===== src/rtl/run_seq_pkg.sv =====
// Shared types and defaults for the run sequencer: FSM state encoding and
// default timing constants.
package run_seq_pkg;

    typedef enum logic [2:0] {
        IDLE  = 3'd0,
        ARMED = 3'd1,
        INIT  = 3'd2,
        RUN   = 3'd3,
        DONE  = 3'd4
    } run_state_t;

    localparam int unsigned RUN_SEQ_CORE_RST_CYCLES = 2;
    localparam int unsigned RUN_SEQ_WDOG_LIMIT      = 32'h0000_FFFF;

    // Width of a down-counter that must hold values 0..n-1 (never narrower than 1 bit).
    function automatic int unsigned init_cnt_width(input int unsigned n);
        return (n > 1) ? $clog2(n) : 1;
    endfunction

endpackage


===== src/rtl/sat_counter.sv =====
// Saturating up-counter with synchronous clear and count enable; holds at
// all-ones instead of wrapping.
module sat_counter #(
    parameter int unsigned CNT_W = 16
) (
    input  logic             i_clk,
    input  logic             i_clr,
    input  logic             i_en,
    output logic [CNT_W-1:0] o_count
);

    logic [CNT_W-1:0] r_count;
    logic             w_at_max;

    assign w_at_max = (r_count == {CNT_W{1'b1}});

    always_ff @(posedge i_clk) begin
        if (i_clr) begin
            r_count <= '0;
        end else if (i_en && !w_at_max) begin
            r_count <= r_count + CNT_W'(1);
        end
    end

    assign o_count = r_count;

endmodule


===== src/rtl/run_sequencer.sv =====
// Run controller: Start/Ack handshake to core reset/run sequencing with a cycle
// counter. Optional watchdog enabled by defining RUN_SEQ_WATCHDOG_EN.
module run_sequencer
    import run_seq_pkg::*;
#(
    parameter int unsigned CORE_RST_CYCLES = RUN_SEQ_CORE_RST_CYCLES,
    parameter int unsigned CYCLE_W         = 16,
    parameter int unsigned WDOG_LIMIT      = RUN_SEQ_WDOG_LIMIT
) (
    input  logic               Clk,
    input  logic               Reset,
    input  logic               Start,
    input  logic               CoreDone,
    output logic               CoreReset,
    output logic               CoreRun,
    output logic               Ack,
    output logic               Busy,
    output logic [CYCLE_W-1:0] CycleCount,
    output logic               Timeout
);

    localparam int unsigned INIT_W = init_cnt_width(CORE_RST_CYCLES);
    // Compare the counter against the limit at a common width so a narrow
    // counter never matches a truncated limit.
    localparam int unsigned CMP_W  = (CYCLE_W > 32) ? CYCLE_W : 32;

    run_state_t          r_state;
    run_state_t          w_next_state;
    logic [INIT_W-1:0]   r_init_cnt;
    logic                r_start_prev;
    logic                r_core_reset;
    logic                r_core_run;
    logic                r_ack;
    logic                r_busy;
    logic                r_timeout;
    logic                w_start_rise;
    logic                w_init_entry;
    logic                w_wdog_fire;
    logic                w_cnt_clr;
    logic                w_cnt_en;
    logic [CYCLE_W-1:0]  w_cycle_count;

    assign w_start_rise = Start && !r_start_prev;
    assign w_init_entry = (r_state == ARMED) && !Start;

`ifdef RUN_SEQ_WATCHDOG_EN
    assign w_wdog_fire = (r_state == RUN) && !CoreDone &&
                         (CMP_W'(w_cycle_count) == CMP_W'(WDOG_LIMIT));
`else
    logic w_wdog_unused;
    assign w_wdog_unused = ^(CMP_W'(WDOG_LIMIT));
    assign w_wdog_fire   = 1'b0;
`endif

    always_comb begin
        w_next_state = r_state;
        case (r_state)
            IDLE:    if (Start)                    w_next_state = ARMED;
            ARMED:   if (!Start)                   w_next_state = INIT;
            INIT:    if (r_init_cnt == '0)         w_next_state = RUN;
            RUN:     if (CoreDone || w_wdog_fire)  w_next_state = DONE;
            // Only a fresh rising edge re-arms; a level held since RUN is ignored.
            DONE:    if (w_start_rise)             w_next_state = ARMED;
            default:                               w_next_state = IDLE;
        endcase
    end

    always_ff @(posedge Clk) begin
        if (!Reset) begin
            r_state      <= IDLE;
            r_start_prev <= 1'b0;
            r_core_reset <= 1'b1;
            r_core_run   <= 1'b0;
            r_ack        <= 1'b0;
            r_busy       <= 1'b0;
            r_timeout    <= 1'b0;
        end else begin
            r_state      <= w_next_state;
            r_start_prev <= Start;
            // Outputs are decoded from the next state so they are registered yet
            // line up with the state they describe.
            r_core_reset <= (w_next_state == IDLE) || (w_next_state == ARMED) ||
                            (w_next_state == INIT);
            r_core_run   <= (w_next_state == RUN);
            r_ack        <= (w_next_state == DONE);
            r_busy       <= (w_next_state == ARMED) || (w_next_state == INIT) ||
                            (w_next_state == RUN);
            if (w_init_entry) begin
                r_timeout <= 1'b0;
            end else if (w_wdog_fire) begin
                r_timeout <= 1'b1;
            end
        end
    end

    always_ff @(posedge Clk) begin
        if (w_init_entry) begin
            r_init_cnt <= INIT_W'(CORE_RST_CYCLES - 1);
        end else if ((r_state == INIT) && (r_init_cnt != '0)) begin
            r_init_cnt <= r_init_cnt - INIT_W'(1);
        end
    end

    // The completing RUN cycle is counted; a watchdog abort leaves the count at the limit.
    assign w_cnt_clr = !Reset || w_init_entry;
    assign w_cnt_en  = (r_state == RUN) && !w_wdog_fire;

    sat_counter #(
        .CNT_W (CYCLE_W)
    ) u_cycle_cnt (
        .i_clk   (Clk),
        .i_clr   (w_cnt_clr),
        .i_en    (w_cnt_en),
        .o_count (w_cycle_count)
    );

    assign CoreReset  = r_core_reset;
    assign CoreRun    = r_core_run;
    assign Ack        = r_ack;
    assign Busy       = r_busy;
    assign CycleCount = w_cycle_count;
    assign Timeout    = r_timeout;

endmodule


===== config.mk =====
export PLATFORM = sky130hd
export DESIGN_NAME = run_sequencer
export DESIGN_NICKNAME = d
export VERILOG_FILES = /design/src/rtl/run_seq_pkg.sv /design/src/rtl/sat_counter.sv /design/src/rtl/run_sequencer.sv
export SDC_FILE = /design/constraint.sdc
export NUM_CORES = 1
export LEC_CHECK = 0
export ABC_AREA = 1
export BUFFER_PORTS_ARGS = -buffer_cell sky130_fd_sc_hd__buf_2
export CAP_MARGIN = 10
export CORE_MARGIN = 5
export CORE_UTILIZATION = 45
export DETAILED_ROUTE_END_ITERATION = 12
export GPL_TIMING_DRIVEN = 1
export PLACE_DENSITY = 0.79
export SLEW_MARGIN = 0
export SYNTH_ARGS = -nofsm -noshare
export SYNTH_HDL_FRONTEND = slang
export SYNTH_SLANG_ARGS = --single-unit

===== constraint.sdc =====
create_clock -name Clk -period 1.6 [get_ports Clk]
set_input_delay 0 -clock Clk [delete_from_list [all_inputs] [get_ports Clk]]
set_output_delay 0 -clock Clk [all_outputs]
set_load 0.03 [all_outputs]

==> qor.csv, run 1 <==
stage;metric;value;unit
layout;Syn-to-layout area delta;19.8;%
clocking;CTS tree;yes;
synth;Synth cell types;23;
timing;clock period minus worst slack;1.46;ns
layout;ant diodes;0;
floorplan;Total Die Area;0.00399;mm2
power;total power;1.03;mW
layout;nets;231;
layout;layout cells sized above 1;21.3;%
power;power share of the combinational group;8.7;%
timing;RSZ-0062 raised after global routing;false;
power;Lkg Pwr;0.676;nW
timing;period utilisation layout;91.5;%
timing;Final Hold Fails;0;
critical_path;element type at the critical path start;flip-flop;
synth;Post-synth ARST share;0;%
floorplan;initial core utilization;46.6;%
route;ANT nets after route;0;
layout;fillers;264;
synth;synthesized cell area;0.00127;mm2
timing;Max Freq;683;MHz
critical_path;Crit path required time;1.83;ns
placement;gpl congestion;0.868;
floorplan;die width;63.2;um
clocking;total CTS buffers;3;
route;wire per inst;11.0;um
clocking;Max Buffers Root-to-Sink;2;
power;Clock Power Share;27.9;%
clocking;worst skew pair latency;0.32;ns
power;Psw;260;uW
power;Internal Power;767;uW
grt;GRT Resource Usage Total;15.1;%
worst_hold_path;Hold Crit Class;flip-flop to flip-flop;
synth;FF+latch count, synth;25;
synth;synthesized instance count;191;
synth;syn_nets;196;
timing;Final Skew;0.00552;ns
synth;Top FF cell, synth;dfxtp_1;
floorplan;row cnt;19;
clocking;H-tree Lvls;1;
route;drt total wl;2.81;mm
timing;Final setup viols;0;
critical_path;WP data arrival;1.69;ns
route;residual DRC count;0;
clocking;Post-CTS Setup Repair Bufs;0;
run_status;status;finished clean;
synth;Yosys Warn Count;0;
route;Via density;4.88;
floorplan;core area;0.00273;mm2
route;Initial DRC Count;48;
power;Pwr Density;673;mW/mm2
synth;sequential share of the synthesized area;39.3;%
synth;Post-synth EDFFs;0;
critical_path;critical path class;flip-flop to flip-flop;
floorplan;chip height;63.2;um
critical_path;CP max FO;15;
critical_path;crit end category;flip-flop;
synth;Avg Cell Area, Syn;6.67;um2
route;DR pass1 iterations;5;
grt;GRT overflow;0;
power;Reg power frac;63.4;%
power;Max rail drop VDD;0.000634;V
grt;antenna violations before repair;0;
grt;largest net degree at the start of global routing;16;
timing;final slew viol count;0;
clocking;clock sinks;25;
layout;commonest non-fill, non-tap cell in the layout;nand2_1;
route;DR vias;1248;
clocking;Clock transition at path regs;0.14;ns
grt;vias in the first global route;1200;
placement;HPWL after detailed placement;2.10;mm
power;switching share of power;25.3;%
run;max_cap viols;0;
placement;PortBufs;23;
floorplan;Top-Level Pins;25;
grt;global-route wire length before repair;5.07;mm
timing;WHS;0.467;ns
clocking;Root Driver;clkbuf_4;
layout;leading cell types in the layout, fill and taps excluded;nand2_1 (54), nor2_1 (30), dfxtp_1 (23), buf_2 (23), inv_1 (20);
[per-stage QoR]
stage	worst slack [ns]	TNS, ns	util, %	std cells	area, um2
4_1_cts	0.136	0	55.7	256	1520
3_3_place_gp	0.0292	0	53.0	248	1450
3_5_place_dp	-0.00460	-0.00460	53.0	248	1450
2_1_floorplan	0.0999	0	-	191	1280
5_1_grt	0.0253	0	55.8	256	1530
6_report	0.135	0	55.8	256	1530
[per-layer routing]
metal  up-vias  wire length [um]  global-route usage, %
met5         -                 0                      0
met4         0                27                   3.90
met3         4               124                   3.20
met2        23              1300                   25.6
met1       554              1360                   19.3
li1        667                 -                      -
[cell families (layout without fill, tap and decap cells)]
logic type	Yosys count	count (layout)	share of synthesized area [%]
AND/OR/NAND/NOR	116	116	39.9
flip-flops	25	25	39.3
buffers and inverters	23	57	7.66
AO/OA/AOI/OAI	19	19	7.76
XOR/XNOR	6	6	4.13
adder cells (fa/ha/maj)	1	1	0.982
other	1	1	0.294
[worst max-delay path, cell delays in order, from the launching register on]
cell     delay [ns]
dfxtp_2        0.35
ha_1           0.23
nand2_1        0.10
nor2_2         0.05
nand2_1        0.08
nor2_2         0.05
nor2_4         0.29
nand3_1        0.12
nand2_1        0.08
nor2_1         0.04
[registers in the layout, summed over array words and instances, names as in the netlist]
register             flops
u_cycle_cnt.o_count     16
r_state                  3
Ack                      1
Busy                     1
CoreReset                1
CoreRun                  1
r_init_cnt               1
r_start_prev             1
[repair_timing]
item                                    4_1_cts  5_1_grt
endpoints found under the setup margin        3        3
endpoints found under the hold margin         7        0
pin swaps                                     0        1
hold buffers                                  4        0
gates resized for setup                       1        1
[final timing paths]
path | from | to | slack [ns] | cells after the start
max reg2reg | u_cycle_cnt.o_count[0] | u_cycle_cnt.o_count[14] | 0.14 | 9
min | r_init_cnt | r_init_cnt | 0.47 | 2
max | u_cycle_cnt.o_count[0] | u_cycle_cnt.o_count[14] | 0.14 | 9
min reg2reg | r_init_cnt | r_init_cnt | 0.47 | 2
[cells in the mapped netlist (2+ instances only)]
| master | n | area [um2] |
|---|---|---|
| inv_1 | 20 | 75.1 |
| nand4_1 | 5 | 31.3 |
| nand2_2 | 3 | 18.8 |
| xor2_1 | 4 | 35.0 |
| nor2_1 | 30 | 113 |
| nand2_1 | 54 | 203 |
| o21ai_0 | 4 | 20.0 |
| a21oi_1 | 14 | 70.1 |
| nand3_1 | 13 | 65.1 |
| nor2_2 | 6 | 37.5 |
| xnor2_1 | 2 | 17.5 |
| dfxtp_1 | 25 | 500 |
[area by class of cell]
cell class | count | area, um2 | share of cell area (%)
multi-input cells | 143 | 686 | 44.9
well taps | 31 | 38.8 | 2.54
inverters | 21 | 78.8 | 5.16
clock inverters | 1 | 5.00 | 0.328
flip-flops and latches | 25 | 503 | 33.0
clock buffers | 3 | 22.5 | 1.48
repair buffers | 32 | 193 | 12.6
[power groups by stage]
stage	combinational (mW)	clock, mW	sequential, mW
after CTS	0.0906	0.293	0.652
final	0.0895	0.286	0.651
after global placement	0.0818	0	0.663
after detailed placement	0.0830	0	0.665
after floorplan	0.0472	0	0.675
after global routing	0.102	0.330	0.655
(Power assumes the default switching activity.)
==> run 2: changes to the inputs <==
REMOVE_ABC_BUFFERS = 1   (was not set)
==> run 2 against run 1 <==
Flip-flop and latch count unchanged; sequential power about the same; global-route usage down 0.12 points; first-iteration DRC count down 29%; clock power up 4%; count of clock-buffer cells in the layout unchanged; cell count down 0.39%; setup slack worse by 0.0091 ns; critical path type unchanged; design area down 0.49%; critical endpoint is now u_cycle_cnt.o_count[2].
==> qor.csv, run 2 (synthesized netlist as in run 1, its figures left out) <==
stage;metric;value;unit
run_status;status;finished clean;
route;Initial DRC Count;34;
critical_path;Critical path buffers and inverters;0;
layout;Syn-to-layout area delta;19.3;%
floorplan;row cnt;19;
critical_path;cell family with most CP delay;simple AND/OR/NAND/NOR gates;
timing;Max Freq;679;MHz
layout;Multi-input gate area;686;um2
grt;largest net degree at the start of global routing;16;
timing;final slew viol count;0;
power;total power;1.04;mW
critical_path;WP data arrival;1.73;ns
floorplan;Total Die Area;0.00399;mm2
layout;commonest non-fill, non-tap cell in the layout;nand2_1;
clocking;CTS tree;yes;
layout;Final Util;55.6;%
worst_hold_path;Hold Crit Class;flip-flop to flip-flop;
grt;global-route wire length before repair;5.02;mm
grt;GRT overflow;0;
critical_path;FF-to-FF Start;u_cycle_cnt.o_count[1];
clocking;H-tree Lvls;1;
route;DR vias;1244;
floorplan;initial core utilization;46.6;%
layout;layout cells sized above 1;19.6;%
layout;leading cell types in the layout, fill and taps excluded;nand2_1 (54), nor2_1 (30), dfxtp_1 (25);
floorplan;core area;0.00273;mm2
timing;Final Hold Fails;0;
clocking;total CTS buffers;3;
critical_path;crit path from;u_cycle_cnt.o_count[1];
critical_path;Critical Path Stages;7;
layout;Reg area;500;um2
critical_path;CP peak stage delay;0.38;ns
placement;Post-Place Cells;247;
placement;HPWL after detailed placement;2.12;mm
route;ANT nets after route;0;
route;residual DRC count;0;
critical_path;critical path class;flip-flop to flip-flop;
layout;fillers;257;
layout;max reg flops;16;
timing;period utilisation layout;92.1;%
route;DR pass1 iterations;4;
timing;Final setup viols;0;
run;max_cap viols;0;
critical_path;R2R Path End;u_cycle_cnt.o_count[2];
route;drt total wl;2.72;mm
critical_path;critical path, cell by cell;ha_1 > nand3_1 > nor2_4 > nand2_2 > nand2_4 > nand2_1 > a21oi_1;
power;Pwr Density;683;mW/mm2
critical_path;element type at the critical path start;flip-flop;
critical_path;Crit path required time;1.86;ns
critical_path;CP max FO;10;
route;wire per inst;10.7;um
timing;RSZ-0062 raised after global routing;false;
clocking;Clock transition at path regs;0.14;ns
layout;Non-Filler Instances;255;
route;Via density;4.88;
layout;ant diodes;0;
floorplan;die width;63.2;um
floorplan;chip height;63.2;um
clocking;Root Driver;clkbuf_4;
timing;clock period minus worst slack;1.47;ns
clocking;worst skew pair latency;0.33;ns
critical_path;CP Capture Point;u_cycle_cnt.o_count[2];
timing;Final Skew;0.00889;ns
power;Max rail drop VDD;0.000677;V
critical_path;depth of the most critical reg-to-reg path;7;
critical_path;CP max stage cell;dfxtp_1;
floorplan;Top-Level Pins;25;
placement;gpl congestion;0.879;
critical_path;r2r setup slk;0.13;ns
layout;nets;230;
grt;vias in the first global route;1179;
power;Lkg Pwr;0.666;nW
grt;antenna violations before repair;0;
timing;WHS;0.453;ns
clocking;Max Buffers Root-to-Sink;2;
grt;GRT Resource Usage Total;15.0;%
clocking;clock sinks;25;
placement;PortBufs;23;
critical_path;crit end category;flip-flop;
-- run 2: cell types whose count changed in the layout (fill, tap and decap cells not counted) --
cell and change:
nor2_4 +1, dfxtp_1 +2, buf_4 -1, nand3_1 +1
dfxtp_2 -2, nor2_2 -1, clkinvlp_4 +1, clkinv_2 -1
nand3_2 -1
-- run 2: how the worst min path moves through the flow --
stage               startpoint            to  slack [ns]  cells after the start
finish              r_init_cnt    r_init_cnt        0.45                      2
global route        r_init_cnt    r_init_cnt        0.50                      2
CTS                 r_init_cnt    r_init_cnt        0.45                      2
detailed placement       Start  r_start_prev        0.22                      3
global placement         Start  r_start_prev        0.21                      3
floorplan                Start  r_start_prev        0.09                      2
-- run 2: worst reg2reg max path, cell delays in order, from the launching register on --
cell	delay (ns)
dfxtp_1	0.38
ha_1	0.22
nand3_1	0.20
nor2_4	0.19
nand2_2	0.09
nand2_4	0.13
nand2_1	0.06
a21oi_1	0.15
-- run 2: per-stage QoR --
step,setup WS [ns],setup TNS [ns],area (um2)
floorplan,-0.0200,-0.0399,1250
global placement,0.0261,0,1440
detailed placement,-0.0597,-0.169,1440
CTS,0.111,0,1510
global route,0.00477,0,1520
finish,0.126,0,1520
-- run 2: area by class of cell --
| cell class | count | share of cell area (%) |
|---|---|---|
| tap | 31 | 2.55 |
| clock buffer | 3 | 1.48 |
| timing repair buffer | 31 | 12.2 |
| inverter | 21 | 5.19 |
| clock inverter | 1 | 0.494 |
| sequential | 25 | 32.9 |
| multi-input combinational | 143 | 45.1 |
-- run 2: repair_timing --
action,CTS,global route
buffers inserted,0,0
endpoints found under the hold margin,7,0
gates resized for setup,1,1
hold buffers,4,0
endpoints found under the setup margin,11,7
-- run 2: report_power, final --
part | total, mW | switching (mW) | internal, mW
clock | 0.297 | 0.202 | 0.0956
sequential | 0.650 | 0.00898 | 0.641
combinational | 0.0897 | 0.0581 | 0.0316
total | 1.04 | 0.269 | 0.769
-- run 2: layer usage --
layer	global-route usage (%)	vias to the layer above	share of wire, %
met3	2.31	2	3.8
li1	-	665	-
met2	26.0	18	49
met4	4.16	0	0.88
met1	19.1	559	46
met5	0	-	0
==> run 3: changes to the inputs <==
CORE_UTILIZATION = 40   (was 45)
PLACE_DENSITY = 0.73   (was 0.79)
==> run 3 against run 2 <==
First-iteration DRC count grew to 3.2 times the previous value; global-route usage shrank 1.4 points; critical path depth grew 1; setup slack improved by 0.0075 ns; count of clock-buffer cells in the layout is the same; design area rose by 0.66%; power about the same; non-clock buffer count down 1; largest cell class unchanged; highest routed layer unchanged.
==> qor.csv, run 3 (synthesized netlist as in run 1, its figures left out) <==
stage;metric;value;unit
run_status;status;finished clean;
grt;met1 global-route usage;17.0;%
timing;Final Hold Fails;0;
layout;layout cells sized above 1;19.6;%
clocking;Root Driver;clkbuf_4;
layout;Syn-to-layout area delta;20.0;%
timing;WHS;0.454;ns
worst_hold_path;Hold Crit Class;flip-flop to flip-flop;
clocking;Post-CTS Setup Repair Bufs;0;
grt;vias in the first global route;1083;
power;Pwr Density;678;mW/mm2
grt;antenna violations before repair;0;
grt;grt met2 use;22.7;%
layout;leading cell types in the layout, fill and taps excluded;nand2_1 (54), nor2_1 (30), dfxtp_1 (25);
placement;placed cell area;0.00145;mm2
timing;final slew viol count;0;
timing;setup_tns;0;ns
clocking;clock sinks;25;
placement;HPWL after detailed placement;2.08;mm
layout;max reg flops;16;
route;Initial DRC Count;109;
layout;final instance area;0.00153;mm2
critical_path;Crit path required time;1.84;ns
timing;RSZ-0062 raised after global routing;false;
grt;global-route wire length before repair;4.70;mm
route;drt total wl;2.77;mm
layout;nets;230;
clocking;Max Buffers Root-to-Sink;2;
timing;post-route setup slack;0.134;ns
critical_path;crit path from;u_cycle_cnt.o_count[0];
clocking;total CTS buffers;3;
run;max_cap viols;0;
grt;GRT Resource Usage Total;13.6;%
floorplan;initial core utilization;41.7;%
floorplan;Total Die Area;0.00441;mm2
critical_path;FF-to-FF Start;u_cycle_cnt.o_count[0];
power;total power;1.04;mW
route;ANT nets after route;0;
placement;gpl congestion;0.808;
critical_path;WP data arrival;1.71;ns
grt;GRT overflow;0;
route;Via density;4.57;
floorplan;Top-Level Pins;25;
power;Max rail drop VDD;0.000440;V
floorplan;chip height;66.4;um
timing;clock period minus worst slack;1.47;ns
clocking;CTS tree;yes;
grt;GR peak layer;met2;
timing;Final Skew;0.00594;ns
route;residual DRC count;0;
placement;PortBufs;23;
clocking;Clock transition at path regs;0.14;ns
critical_path;element type at the critical path start;flip-flop;
critical_path;CP max FO;7;
grt;largest net degree at the start of global routing;16;
timing;Max Freq;682;MHz
floorplan;die width;66.4;um
route;DR vias;1225;
clocking;H-tree Lvls;1;
placement;Post-Place Worst Slack;-0.0131;ns
critical_path;critical path class;flip-flop to flip-flop;
layout;commonest non-fill, non-tap cell in the layout;nand2_1;
layout;ant diodes;0;
floorplan;core area;0.00305;mm2
grt;grt met3 use;3.74;%
timing;Final setup viols;0;
timing;period utilisation layout;91.6;%
route;DR pass1 iterations;4;
worst_hold_path;hold path start;r_init_cnt;
critical_path;crit end category;flip-flop;
route;wire per inst;10.3;um
power;Lkg Pwr;0.665;nW
clocking;worst skew pair latency;0.33;ns
floorplan;row cnt;20;
run 3: changes by cell type in the layout (fill, tap and decap cells not counted), sizes merged:
cell	change
buf	-1
nor2	+1
run 3: per-stage QoR:
step	std cells	util [%]
floorplan	189	-
global placement	259	47.4
detailed placement	259	47.4
CTS	267	49.9
global route	268	50.1
finish	268	50.1
run 3: worst max-delay path, cell delays in order, from the launching register on:
cell	delay, ns
dfxtp_1	0.36
ha_1	0.21
nand2_1	0.08
nor2_2	0.13
nand2_1	0.09
nor2_2	0.19
nor2_2	0.13
a21oi_1	0.14
nor2_1	0.06
run 3: where the power goes:
part	internal (mW)	total, mW	switching, mW
Sequential	0.641	0.650	0.00884
Clock	0.0957	0.295	0.200
Combinational	0.0316	0.0913	0.0598
run 3: timing repair:
item	CTS	global route
pin swaps	0	1
cloned	0	1
resized for setup	1	0
endpoints found under the hold margin	7	0
hold buffers	4	0
setup endpoints to repair	6	1
run 3: layout make-up:
class / count / area [um2]
well taps: 44 / 55.1
clock inverters: 1 / 7.51
repair buffers: 30 / 178
clock buffers: 3 / 22.5
flip-flops and latches: 25 / 500
multi-input cells: 144 / 687
inverters: 21 / 78.8
fillers: 333 / 1520
run 3: path summary, 6_finish.rpt:
check,end,cells after the start,slack [ns]
worst max-delay path,u_cycle_cnt.o_count[14],8,0.13
worst min-delay path,r_init_cnt,2,0.45
worst max register to register,u_cycle_cnt.o_count[14],8,0.13
worst min register to register,r_init_cnt,2,0.45
run 3: routing by layer:
layer / share of wire [%] / vias to the layer above
met4: 1.0 / 0
met5: 0 / -
li1: - / 667
met3: 4.7 / 4
met2: 47 / 22
met1: 48 / 532
